## src/rtl/st7735_pkg.sv

```systemverilog
// Shared types, ST7735 command bytes and a one-hot helper for the SPI arbiter slice.
package st7735_pkg;

  typedef enum logic [2:0] {
    IDLE,
    SETUP,
    LOAD,
    XFER,
    HOLD
  } arb_state_t;

  localparam logic [7:0] CMD_SWRESET = 8'h01;
  localparam logic [7:0] CMD_SLPOUT  = 8'h11;
  localparam logic [7:0] CMD_COLMOD  = 8'h3A;
  localparam logic [7:0] CMD_MADCTL  = 8'h36;
  localparam logic [7:0] CMD_RAMWR   = 8'h2C;

  function automatic logic [2:0] onehot_to_idx(input logic [7:0] oh);
    logic [2:0] idx;
    idx = '0;
    for (int i = 0; i < 8; i++) begin
      if (oh[i]) idx = 3'(i);
    end
    return idx;
  endfunction

endpackage

```

## src/rtl/st7735_spi_arbiter_rr.sv

```systemverilog
// Combinational round-robin pick: first requesting lane at or after ptr, wrapping.
module rr_arbiter #(
  parameter int N = 2
) (
  input  logic [N-1:0]         req,
  input  logic [$clog2(N)-1:0] ptr,
  output logic [N-1:0]         gnt
);

  localparam int PW = $clog2(N);

  logic [PW:0] pos;
  logic        found;

  always_comb begin
    gnt   = '0;
    found = 1'b0;
    pos   = '0;
    for (int off = 0; off < N; off++) begin
      pos = {1'b0, ptr} + (PW+1)'(off);
      if (pos >= (PW+1)'(N)) pos = pos - (PW+1)'(N);
      if (!found && req[pos[PW-1:0]]) begin
        gnt[pos[PW-1:0]] = 1'b1;
        found            = 1'b1;
      end
    end
  end

endmodule

```

## src/rtl/st7735_spi_arbiter.sv

```systemverilog
// Burst arbiter sharing one SPI byte engine between NUM_REQ requesters; owns TFT CS/DC.
// Optional stall timeout with abort pulse: define ST7735_SPI_ARB_TIMEOUT_EN.
module st7735_spi_arbiter
  import st7735_pkg::*;
#(
  parameter int NUM_REQ         = 2,
  parameter int CS_SETUP_CYCLES = 2,
  parameter int CS_HOLD_CYCLES  = 2,
  parameter int TIMEOUT_CYCLES  = 4096
) (
  input  logic                 clk,
  input  logic                 rst_n,
  input  logic [NUM_REQ-1:0]   req_valid,
  input  logic [NUM_REQ*8-1:0] req_data,
  input  logic [NUM_REQ-1:0]   req_dc,
  input  logic [NUM_REQ-1:0]   req_last,
  output logic [NUM_REQ-1:0]   req_ready,
  output logic [NUM_REQ-1:0]   grant,
  output logic                 spi_start,
  output logic [7:0]           spi_data,
  input  logic                 spi_busy,
  input  logic                 spi_done,
  output logic                 tft_cs,
  output logic                 tft_dc,
  output logic                 abort
);

  localparam int PTR_W   = $clog2(NUM_REQ);
  localparam int CNT_MAX = (CS_SETUP_CYCLES > CS_HOLD_CYCLES) ? CS_SETUP_CYCLES : CS_HOLD_CYCLES;
  localparam int CNT_W   = $clog2(CNT_MAX + 1);
  localparam logic [CNT_W-1:0] SETUP_LAST = CNT_W'(CS_SETUP_CYCLES - 1);
  localparam logic [CNT_W-1:0] HOLD_LAST  = CNT_W'(CS_HOLD_CYCLES - 1);
  localparam logic [PTR_W-1:0] LAST_IDX   = PTR_W'(NUM_REQ - 1);

  if (NUM_REQ < 2 || NUM_REQ > 8 || CS_SETUP_CYCLES < 1 || CS_HOLD_CYCLES < 1 ||
      TIMEOUT_CYCLES < 1) begin : g_param_check
    $error("st7735_spi_arbiter: parameter out of range");
  end

  arb_state_t         state_q, state_d;
  logic [CNT_W-1:0]   cnt_q, cnt_d;
  logic [NUM_REQ-1:0] grant_q, grant_d;
  logic [PTR_W-1:0]   gidx_q, gidx_d;
  logic [PTR_W-1:0]   ptr_q, ptr_d;
  logic               cs_q, cs_d;
  logic               dc_q, dc_d;
  logic [7:0]         data_q, data_d;
  logic               last_q, last_d;
  logic               start_q, start_d;
  logic [NUM_REQ-1:0] ready_q, ready_d;
  logic [NUM_REQ-1:0] pick;
  logic               take;

  logic [7:0] lane_data [NUM_REQ];
  for (genvar i = 0; i < NUM_REQ; i++) begin : g_lane
    assign lane_data[i] = req_data[8*i +: 8];
  end

  logic       sel_valid, sel_dc, sel_last;
  logic [7:0] sel_data;
  assign sel_valid = req_valid[gidx_q];
  assign sel_dc    = req_dc[gidx_q];
  assign sel_last  = req_last[gidx_q];
  assign sel_data  = lane_data[gidx_q];

  rr_arbiter #(.N(NUM_REQ)) u_rr (
    .req (req_valid),
    .ptr (ptr_q),
    .gnt (pick)
  );

`ifdef ST7735_SPI_ARB_TIMEOUT_EN
  localparam int TO_W = $clog2(TIMEOUT_CYCLES + 1);
  localparam logic [TO_W-1:0] TO_LAST = TO_W'(TIMEOUT_CYCLES - 1);

  logic [TO_W-1:0] tcnt_q, tcnt_d;
  logic            abort_q, abort_d;

  always_ff @(posedge clk or negedge rst_n) begin
    if (!rst_n) begin
      tcnt_q  <= '0;
      abort_q <= 1'b0;
    end else begin
      tcnt_q  <= tcnt_d;
      abort_q <= abort_d;
    end
  end

  assign abort = abort_q;
`else
  assign abort = 1'b0;
`endif

  always_ff @(posedge clk or negedge rst_n) begin
    if (!rst_n) begin
      state_q <= IDLE;
      cnt_q   <= '0;
      grant_q <= '0;
      gidx_q  <= '0;
      ptr_q   <= '0;
      cs_q    <= 1'b1;
      dc_q    <= 1'b0;
      data_q  <= 8'h00;
      last_q  <= 1'b0;
      start_q <= 1'b0;
      ready_q <= '0;
    end else begin
      state_q <= state_d;
      cnt_q   <= cnt_d;
      grant_q <= grant_d;
      gidx_q  <= gidx_d;
      ptr_q   <= ptr_d;
      cs_q    <= cs_d;
      dc_q    <= dc_d;
      data_q  <= data_d;
      last_q  <= last_d;
      start_q <= start_d;
      ready_q <= ready_d;
    end
  end

  // The last SETUP cycle may already accept a byte so the first start lands exactly
  // CS_SETUP_CYCLES after CS falls.
  always_comb begin
    state_d = state_q;
    cnt_d   = cnt_q;
    grant_d = grant_q;
    gidx_d  = gidx_q;
    ptr_d   = ptr_q;
    cs_d    = cs_q;
    dc_d    = dc_q;
    data_d  = data_q;
    last_d  = last_q;
    start_d = 1'b0;
    ready_d = '0;
    take    = 1'b0;
`ifdef ST7735_SPI_ARB_TIMEOUT_EN
    tcnt_d  = tcnt_q;
    abort_d = 1'b0;
`endif
    case (state_q)
      IDLE: begin
        if (|req_valid) begin
          grant_d = pick;
          gidx_d  = PTR_W'(onehot_to_idx(8'(pick)));
          cs_d    = 1'b0;
          cnt_d   = '0;
          state_d = SETUP;
        end
      end
      SETUP: begin
        if (cnt_q == SETUP_LAST) begin
          cnt_d   = '0;
          state_d = LOAD;
          take    = sel_valid && !spi_busy;
        end else begin
          cnt_d = cnt_q + 1'b1;
        end
      end
      LOAD: begin
        take = sel_valid && !spi_busy;
`ifdef ST7735_SPI_ARB_TIMEOUT_EN
        if (!sel_valid) begin
          if (tcnt_q == TO_LAST) begin
            abort_d = 1'b1;
            tcnt_d  = '0;
            cnt_d   = '0;
            state_d = HOLD;
          end else begin
            tcnt_d = tcnt_q + 1'b1;
          end
        end
`endif
      end
      XFER: begin
        if (spi_done) begin
          cnt_d   = '0;
          state_d = last_q ? HOLD : LOAD;
        end
      end
      HOLD: begin
        if (cnt_q == HOLD_LAST) begin
          cs_d    = 1'b1;
          grant_d = '0;
          ptr_d   = (gidx_q == LAST_IDX) ? '0 : gidx_q + 1'b1;
          cnt_d   = '0;
          state_d = IDLE;
        end else begin
          cnt_d = cnt_q + 1'b1;
        end
      end
      default: state_d = IDLE;
    endcase

    if (take) begin
      start_d = 1'b1;
      ready_d = grant_q;
      data_d  = sel_data;
      dc_d    = sel_dc;
      last_d  = sel_last;
      state_d = XFER;
`ifdef ST7735_SPI_ARB_TIMEOUT_EN
      tcnt_d  = '0;
`endif
    end
  end

  assign req_ready = ready_q;
  assign grant     = grant_q;
  assign spi_start = start_q;
  assign spi_data  = data_q;
  assign tft_cs    = cs_q;
  assign tft_dc    = dc_q;

endmodule

```

## config.mk

```make
export PLATFORM = sky130hd
export DESIGN_NAME = st7735_spi_arbiter
export DESIGN_NICKNAME = d
export VERILOG_FILES = /design/src/rtl/st7735_pkg.sv /design/src/rtl/st7735_spi_arbiter_rr.sv /design/src/rtl/st7735_spi_arbiter.sv
export SDC_FILE = /design/constraint.sdc
export NUM_CORES = 1
export LEC_CHECK = 0
export BUFFER_PORTS_ARGS = -buffer_cell sky130_fd_sc_hd__buf_2
export CORE_MARGIN = 2
export CORE_UTILIZATION = 44
export DETAILED_ROUTE_END_ITERATION = 10
export MAX_ROUTING_LAYER = met4
export PLACE_DENSITY = 0.79
export SYNTH_ARGS = -nofsm -noshare
export SYNTH_HDL_FRONTEND = slang
export SYNTH_HIERARCHICAL = 1
export SYNTH_SLANG_ARGS = --single-unit
```

## constraint.sdc

```tcl
create_clock -name clk -period 1.76 [get_ports clk]
set_input_delay 0.088 -clock clk [delete_from_list [all_inputs] [get_ports clk]]
set_output_delay 0.088 -clock clk [all_outputs]
set_load 0.005 [all_outputs]
```

==> impl_metrics.yaml, run 1 <==
critical_path:
  path_class: "flip-flop to flip-flop"
  reg2regPathDepth: 5
  slowest_stage: "a2111oi_4"
  max_stage_delay_ns: 0.39
  r2r_slack_ns: 0.06
  crit_family: "buffers and inverters"
  path_buf_inv: 2
  end_kind: "flip-flop"
  r2r-start: "state_q[1]"
  arrival_ns: 1.89
  required_ns: 1.95
  crit_path_start_kind: "flip-flop"
  path_cells: "buf_4 > nand2b_1 > a2111oi_4 > buf_6 > mux2_4"
  worstReg2RegEnd: "last_q"
  critPathMaxFanout: 12
clock_tree:
  cts_made_buffers: 3
  cts_tree: "built"
  clock_sinks: 23
  clk_pin_slew_ns: 0.12
  cts_buffer_depth: 2
  cts_max_level: 1
  cts_setup_buffers: 0
  clk_latency_ns: 0.30
  cts_root_buf: "clkbuf_4"
power_and_ir_drop:
  powerDensity_nw_per_um2: 1460
  power_leakage_nw: 0.743
  p_int_w: 0.00145
  seq_power_share: 0.402
  power_frac_comb: 0.491
  worst_ir_drop_vdd_uv: 929
  clock_power_share: 0.107
  netSwitchingFraction: 0.343
  total_power_w: 0.00221
  power_switching_w: 0.000757
yosys:
  yosysSeqAreaShare: 0.482
  yosysWarnings: 6
  synth_edf_count: 0
  synth_top_area_frac: 0.460
  ys_types: 33
  async_flop_share: 1.00
  syn_area_um2: 1200
  syn_inst: 97
  synth_top_area_cell: "dfrtp_1"
  synthTopCellsByArea: "dfrtp_1 (46%), mux2_2 (13%), mux2_4 (8.8%), mux2i_1 (3.3%), a2111oi_4 (2.3%)"
  ys_top_cells_by_count: "dfrtp_1 (22), mux2_2 (14), mux2_4 (7), mux2i_1 (4), nor2_1 (4)"
  synth.avg_cell_area_um2: 12.3
  synth-seq-cells: 23
  syn_nets: 123
  synth_most_common_cell: "dfrtp_1"
  ys.flop_type: "dfrtp_1"
die:
  num_io_pins: 42
  initial_utilization: 0.474
  coreArea_um2: 2520
  rows: 18
  die_h_um: 56.1
  die-width_um: 56.1
  die_area_um2: 3150
timing:
  tightest_slew_ns: 0.502
  hold_ws_ns: 0.107
  period_share: 0.965
  slew_headroom: 0.666
  finalSetupViolCount: 0
  drv_slew: 0
  finalHoldViolations: 0
  final.setup.worst_slack_ns: 0.0615
  fin_crit_ns: 1.70
  fmax_ghz: 0.589
  skew_ns: 0.00380
drt:
  drt_first_iter_violations: 10
  postRouteAntennaNets: 0
  via_per_inst: 5.26
  vias: 920
  wirelength_mm: 2.64
  firstDrtPassIters: 3
  drc_errors: 0
  wire_per_inst_um: 15.1
finish:
  final_cell_count_no_fill: 175
  drive_gt1_frac: 0.531
  layout.nets: 172
  multi_input_area_um2: 573
  syn2layout_area_growth_pct: 25.9
  seqCellArea_um2: 577
  fill_cells: 224
  antennaDiodeCount: 0
grt:
  grt_pass1_wl_mm: 4.53
  overflow: 0
  grt_pass1_vias: 997
  antenna_found_initial: 0
  grt_max_degree: 24
  grt_use_total: 0.189
placement:
  place_congestion: 0.832
  hpwl_mm: 2.06
  numPortBuffers: 40
  pre_cts_slack_ns: 0.0448
  dpl.cell_count: 170
flow_run:
  max-cap-violations: 0
worst_hold_path:
  min_path_cells: 3
  holdPathEnd: "state_q[2]"
  hp-class: "input pin to flip-flop"
  hold_path_startpoint: "spi_done"
outcome:
  outcome: "finished, final reports clean"
-- worst max path at each step --
| stage | endpoint | depth (start not counted) | from |
|---|---|---|---|
| 3_3_place_gp | spi_data[5] | 4 | cnt_q[1] |
| 5_1_grt | spi_data[5] | 5 | state_q[1] |
| 3_5_place_dp | spi_data[3] | 5 | state_q[1] |
| 4_1_cts | last_q | 5 | state_q[1] |
| 2_1_floorplan | last_q | 4 | cnt_q[1] |
| 6_report | last_q | 5 | state_q[1] |
-- layer usage --
layer	wire length [um]	track usage	vias to the layer above
met5	0	-	-
met4	50	0.0714	0
met3	112	0.0349	6
met2	1340	0.319	31
met1	1130	0.223	445
li1	-	-	438
-- power groups by stage --
stage	sequential (W)	clock [W]	combinational, W
floorplan	0.000885	0	0.000686
global placement	0.000876	0	0.00102
detailed placement	0.000895	0	0.00108
CTS	0.000888	0.000241	0.00109
global route	0.000916	0.000266	0.00118
finish	0.000888	0.000235	0.00108
-- cell usage in the layout (no fill, tap or decap), types with 3 or more instances in the layout --
master    instances
nand2_1           3
buf_4             8
and2_1            3
nand3_1           3
inv_1             3
o21ai_0           3
buf_2            40
dfrtp_1          22
clkbuf_4          3
mux2_4            7
mux2i_1           4
mux2_2           14
nor2_1            4
-- timing repair --
item,CTS,global route
endpoints found under the hold margin,22,0
endpoints found under the setup margin,0,7
hold buffers,1,0
gates resized for setup,0,1
-- metrics by stage --
step                setup TNS [ns]  utilization  cell area [um^2]
finish                           0        0.597              1510
global route             -0.000563        0.597              1510
CTS                              0        0.596              1500
detailed placement               0        0.581              1470
global placement                 0        0.581              1470
floorplan                        0            -              1200
-- cell type report --
cell class	count	share of cell area
Clock buffer	4	0.0174
Tap cell	30	0.0249
Multi-Input combinational cell	65	0.380
Inverter	3	0.00748
Sequential cell	23	0.383
Timing Repair Buffer	50	0.187
-- worst min-delay path: stages --
cell	delay (ns)
buf_2	0.13
nand3_1	0.09
o22ai_1	0.07
-- state kept, by name (all words and copies together), names as in the netlist --
name       cells
req_ready      2
ptr_q          1
cnt_q          2
grant          2
tft_cs         1
spi_start      1
tft_dc         1
state_q        3
last_q         1
gidx_q         1
spi_data       8
-- logic make-up (layout without fill, tap and decap cells) --
group / after synthesis / in the layout / share of synthesized area
AOI/OAI and AO/OA: 14 / 14 / 0.0994
buffers and inverters: 9 / 57 / 0.0387
DFF: 23 / 23 / 0.482
muxes: 25 / 25 / 0.253
other: 1 / 1 / 0.00314
and+or+nand+nor: 25 / 25 / 0.123
(Power assumes the default switching activity.)
==> run 2, diff against run 1 <==
--- a/config.mk
+++ b/config.mk
@@ -7,11 +7,10 @@
 export LEC_CHECK = 0
 export BUFFER_PORTS_ARGS = -buffer_cell sky130_fd_sc_hd__buf_2
 export CORE_MARGIN = 2
-export CORE_UTILIZATION = 44
+export CORE_UTILIZATION = 43
 export DETAILED_ROUTE_END_ITERATION = 10
 export MAX_ROUTING_LAYER = met4
-export PLACE_DENSITY = 0.79
+export PLACE_DENSITY = 0.78
 export SYNTH_ARGS = -nofsm -noshare
 export SYNTH_HDL_FRONTEND = slang
-export SYNTH_HIERARCHICAL = 1
 export SYNTH_SLANG_ARGS = --single-unit
==> impl_metrics.yaml, run 2 <==
clock_tree:
  cts_max_level: 1
  clk_latency_ns: 0.30
  cts_made_buffers: 3
  clock_sinks: 23
  cts_buffer_depth: 2
  cts_tree: "built"
  clk_pin_slew_ns: 0.12
  cts_root_buf: "clkbuf_4"
die:
  initial_utilization: 0.463
  rows: 18
  num_io_pins: 42
  coreArea_um2: 2520
  die_h_um: 56.1
  die_area_um2: 3150
  die-width_um: 56.1
outcome:
  outcome: "finished, final reports clean"
finish:
  layout.nets: 169
  antennaDiodeCount: 0
  final_common_cell: "buf_2"
  final_cell_count_no_fill: 172
  final_cell_mix: "buf_2 (40), dfrtp_1 (21), mux2_2 (20)"
  syn2layout_area_growth_pct: 29.1
  largest_reg_flops: 8
  drive_gt1_frac: 0.585
timing:
  fmax_ghz: 0.595
  finalSetupTns_ns: 0
  tightest_slew_ns: 0.524
  hold_ws_ns: 0.131
  rsz0062_at_grt: "no"
  finalHoldViolations: 0
  drv_slew: 0
  skew_ns: 0.00271
  fin_crit_ns: 1.68
  period_share: 0.955
  finalSetupViolCount: 0
  slew_headroom: 0.650
critical_path:
  slowest_stage: "dfrtp_1"
  crit_path_start_kind: "flip-flop"
  required_ns: 1.96
  arrival_ns: 1.89
  path_buf_inv: 1
  max_stage_delay_ns: 0.44
  end_kind: "flip-flop"
  path_cells: "nand4bb_4 > a2111oi_4 > buf_6 > mux2_2"
  critPathMaxFanout: 12
  crit_family: "flip-flops"
  path_class: "flip-flop to flip-flop"
drt:
  firstDrtPassIters: 4
  drc_errors: 0
  wl_met3_um: 158
  top_layer_used: "met4"
  postRouteAntennaNets: 0
  wire_per_inst_um: 14.4
  wirelength_mm: 2.47
  route.layer.met1.wl_mm: 1.13
  via_per_inst: 5.39
  vias: 927
  wl_met2_mm: 1.17
  drt_first_iter_violations: 10
placement:
  dpl.cell_count: 166
  hpwl_mm: 1.84
  place_congestion: 0.910
  numPortBuffers: 40
yosys:
  async_flop_share: 1.00
  ys_types: 37
  yosysSeqAreaShare: 0.494
  synth_most_common_cell: "dfrtp_1"
  synth_edf_count: 0
  ys.flop_type: "dfrtp_1"
  synth-seq-cells: 23
  yosysWarnings: 0
  synth.avg_cell_area_um2: 12.4
  syn_nets: 120
  syn_inst: 94
  synthTopCellsByArea: "dfrtp_1 (47%), mux2_2 (19%), mux2i_1 (2.6%), a2111oi_4 (2.4%), dfstp_2 (2.2%)"
  ys_top_cells_by_count: "dfrtp_1 (22), mux2_2 (20), inv_1 (5), mux2i_1 (3), nand2_1 (3)"
  syn_area_um2: 1170
  synth_top_area_cell: "dfrtp_1"
  synth_top_area_frac: 0.471
grt:
  grt_pass1_wl_mm: 4.27
  grt_use_total: 0.174
  overflow: 0
  grt_max_degree: 24
  antenna_found_initial: 0
  grt_pass1_vias: 911
power_and_ir_drop:
  worst_ir_drop_vdd_uv: 987
  powerDensity_nw_per_um2: 1470
  power_leakage_nw: 0.736
  total_power_w: 0.00222
worst_hold_path:
  hp-class: "input pin to flip-flop"
flow_run:
  max-cap-violations: 0
-- run 2: worst paths after layout --
path,start,endpoint,slack (ns),cells after the start
max reg2reg,cnt_q[1],last_q,0.08,4
max,cnt_q[1],last_q,0.08,4
min in group asynchronous,rst_n,cnt_q[0],0.28,2
min,req_data[1],spi_data[1],0.13,3
max in group asynchronous,rst_n,state_q[0],1.11,2
min reg2reg,grant[1],req_ready[1],0.52,1
-- run 2: worst register-to-register path, stage by stage, from the launching register on --
cell and delay [ns]:
dfrtp_1 0.44, nand4bb_4 0.27, a2111oi_4 0.33, buf_6 0.20
mux2_2 0.35
-- run 2: routing by layer --
layer / vias to the layer above / global-route usage
li1: 440 / -
met4: 0 / 0.0306
met1: 451 / 0.240
met5: - / -
met3: 2 / 0.0442
met2: 34 / 0.264
-- run 2: area by class of cell --
type / count / area [um^2]
Fill cell: 228 / 1010
Sequential cell: 23 / 578
Clock buffer: 4 / 26.3
Inverter: 5 / 18.8
Tap cell: 30 / 37.5
Multi-Input combinational cell: 60 / 567
Timing Repair Buffer: 50 / 282
-- run 2: cell families (layout without fill, tap and decap cells) --
family	after synthesis	in the layout	share of synthesized area
xor gates and xnor gates	1	1	0.00750
other	1	1	0.00321
muxes	23	23	0.218
and+or+nand+nor	17	17	0.0846
AOI/OAI and AO/OA	18	18	0.146
DFF	23	23	0.494
buffers and inverters	11	59	0.0471
-- run 2: timing repair --
item,4_1_cts,5_1_grt
setup endpoints to repair,0,12
hold buffers,1,0
resized for setup,0,6
setup buffers,0,1
endpoints found under the hold margin,22,0
-- run 2: through the flow --
step	setup slack, ns	instance area, um^2	util
2_1_floorplan	0.0794	1170	-
3_3_place_gp	0.0986	1430	0.567
3_5_place_dp	0.0121	1430	0.567
4_1_cts	0.00352	1470	0.581
5_1_grt	0.0130	1510	0.598
6_report	0.0785	1510	0.598
-- run 2: power breakdown --
part | total [W] | switching [W] | internal, W | leakage, nW
registers | 0.000889 | 0.000140 | 0.000750 | 0.286
clock network | 0.000241 | 0.000152 | 0.0000884 | 0.0150
logic | 0.00109 | 0.000459 | 0.000627 | 0.436
==> run 3, diff against run 2 <==
--- a/config.mk
+++ b/config.mk
@@ -9,7 +9,6 @@
 export CORE_MARGIN = 2
 export CORE_UTILIZATION = 43
 export DETAILED_ROUTE_END_ITERATION = 10
-export MAX_ROUTING_LAYER = met4
 export PLACE_DENSITY = 0.78
 export SYNTH_ARGS = -nofsm -noshare
 export SYNTH_HDL_FRONTEND = slang
==> impl_metrics.yaml, run 3 (synthesis gave the netlist of run 2 again) <==
timing:
  finalHoldViolations: 0
  hold_ws_ns: 0.131
  final.setup.worst_slack_ns: 0.0799
  skew_ns: 0.00271
  slew_headroom: 0.650
  fmax_ghz: 0.595
  rsz0062_at_grt: "no"
  finalSetupViolCount: 0
  drv_slew: 0
  finalSetupTns_ns: 0
  fin_crit_ns: 1.68
  tightest_slew_ns: 0.525
  period_share: 0.955
clock_tree:
  cts_made_buffers: 3
  clk_pin_slew_ns: 0.12
  cts_tree: "built"
  cts_root_buf: "clkbuf_4"
  cts_max_level: 1
  cts_buffer_depth: 2
  clock_sinks: 23
  clk_latency_ns: 0.30
die:
  num_io_pins: 42
  coreArea_um2: 2520
  initial_utilization: 0.463
  die_area_um2: 3150
  die-width_um: 56.1
  die_h_um: 56.1
  rows: 18
worst_hold_path:
  hp-class: "input pin to flip-flop"
finish:
  drive_gt1_frac: 0.585
  syn2layout_area_growth_pct: 29.1
  final_common_cell: "buf_2"
  seqCellArea_um2: 578
  largest_reg_flops: 8
  fill_cells: 228
  final_cell_mix: "buf_2 (40), dfrtp_1 (21), mux2_2 (20)"
  layout.nets: 169
  multi_input_area_um2: 567
  antennaDiodeCount: 0
  final_cell_count_no_fill: 172
grt:
  grt_max_degree: 24
  grt_pass1_vias: 915
  grt_use_total: 0.170
  antenna_found_initial: 0
  overflow: 0
  grt_pass1_wl_mm: 4.26
placement:
  dpl.cell_count: 166
  numPortBuffers: 40
  place_congestion: 0.894
  pre_cts_slack_ns: 0.0121
  hpwl_mm: 1.84
critical_path:
  critPathMaxFanout: 12
  end_kind: "flip-flop"
  crit_path_start_kind: "flip-flop"
  arrival_ns: 1.88
  required_ns: 1.96
  path_class: "flip-flop to flip-flop"
drt:
  wire_per_inst_um: 14.4
  drt_first_iter_violations: 17
  via_per_inst: 5.47
  drc_errors: 0
  firstDrtPassIters: 4
  vias: 941
  postRouteAntennaNets: 0
  wirelength_mm: 2.48
power_and_ir_drop:
  powerDensity_nw_per_um2: 1470
  total_power_w: 0.00221
  worst_ir_drop_vdd_uv: 987
  power_leakage_nw: 0.736
outcome:
  outcome: "finished, final reports clean"
flow_run:
  max-cap-violations: 0
## run 3: layout make-up
| type | instances | area share |
|---|---|---|
| clock buffers | 4 | 0.0174 |
| inverters | 5 | 0.0124 |
| multi-input cells | 60 | 0.376 |
| flip-flops and latches | 23 | 0.383 |
| well taps | 30 | 0.0249 |
| repair buffers | 50 | 0.187 |
## run 3: routing by layer
metal | wire (um) | global-route usage
met4 | 17 | 0.0306
met3 | 169 | 0.0442
met1 | 1130 | 0.239
met2 | 1160 | 0.266
met5 | 0 | 0
## run 3: final timing paths
path / from / endpoint / slack (ns) / depth (start not counted)
max in group asynchronous: rst_n / state_q[0] / 1.11 / 2
setup reg to reg: cnt_q[1] / last_q / 0.08 / 4
setup / recovery: cnt_q[1] / last_q / 0.08 / 4
min in group asynchronous: rst_n / cnt_q[0] / 0.28 / 2
hold reg to reg: grant[1] / req_ready[1] / 0.52 / 1
hold / removal: req_data[1] / spi_data[1] / 0.13 / 3
## run 3: where the power goes
part	internal (W)	switching [W]	leakage, nW	total, W
Sequential	0.000750	0.000140	0.286	0.000889
Clock	0.0000884	0.000152	0.0150	0.000241
Combinational	0.000627	0.000458	0.436	0.00108
Total	0.00146	0.000750	0.736	0.00221
## run 3: repair_timing
item	in CTS	in global routing
hold buffers	1	0
endpoints found under the hold margin	22	0
gates resized for setup	0	6
buffers inserted	0	1
setup endpoints to repair	0	12
## run 3: per-stage QoR
step                      utilization  area [um^2]
after floorplan                     -         1170
after global placement          0.567         1430
after CTS                       0.581         1470
final                           0.598         1510
after global routing            0.598         1510
after detailed placement        0.567         1430
## run 3: critical path, stage by stage (launching register included)
cell,delay [ns]
dfrtp_1,0.44
nand4bb_4,0.27
a2111oi_4,0.33
buf_6,0.20
mux2_2,0.35
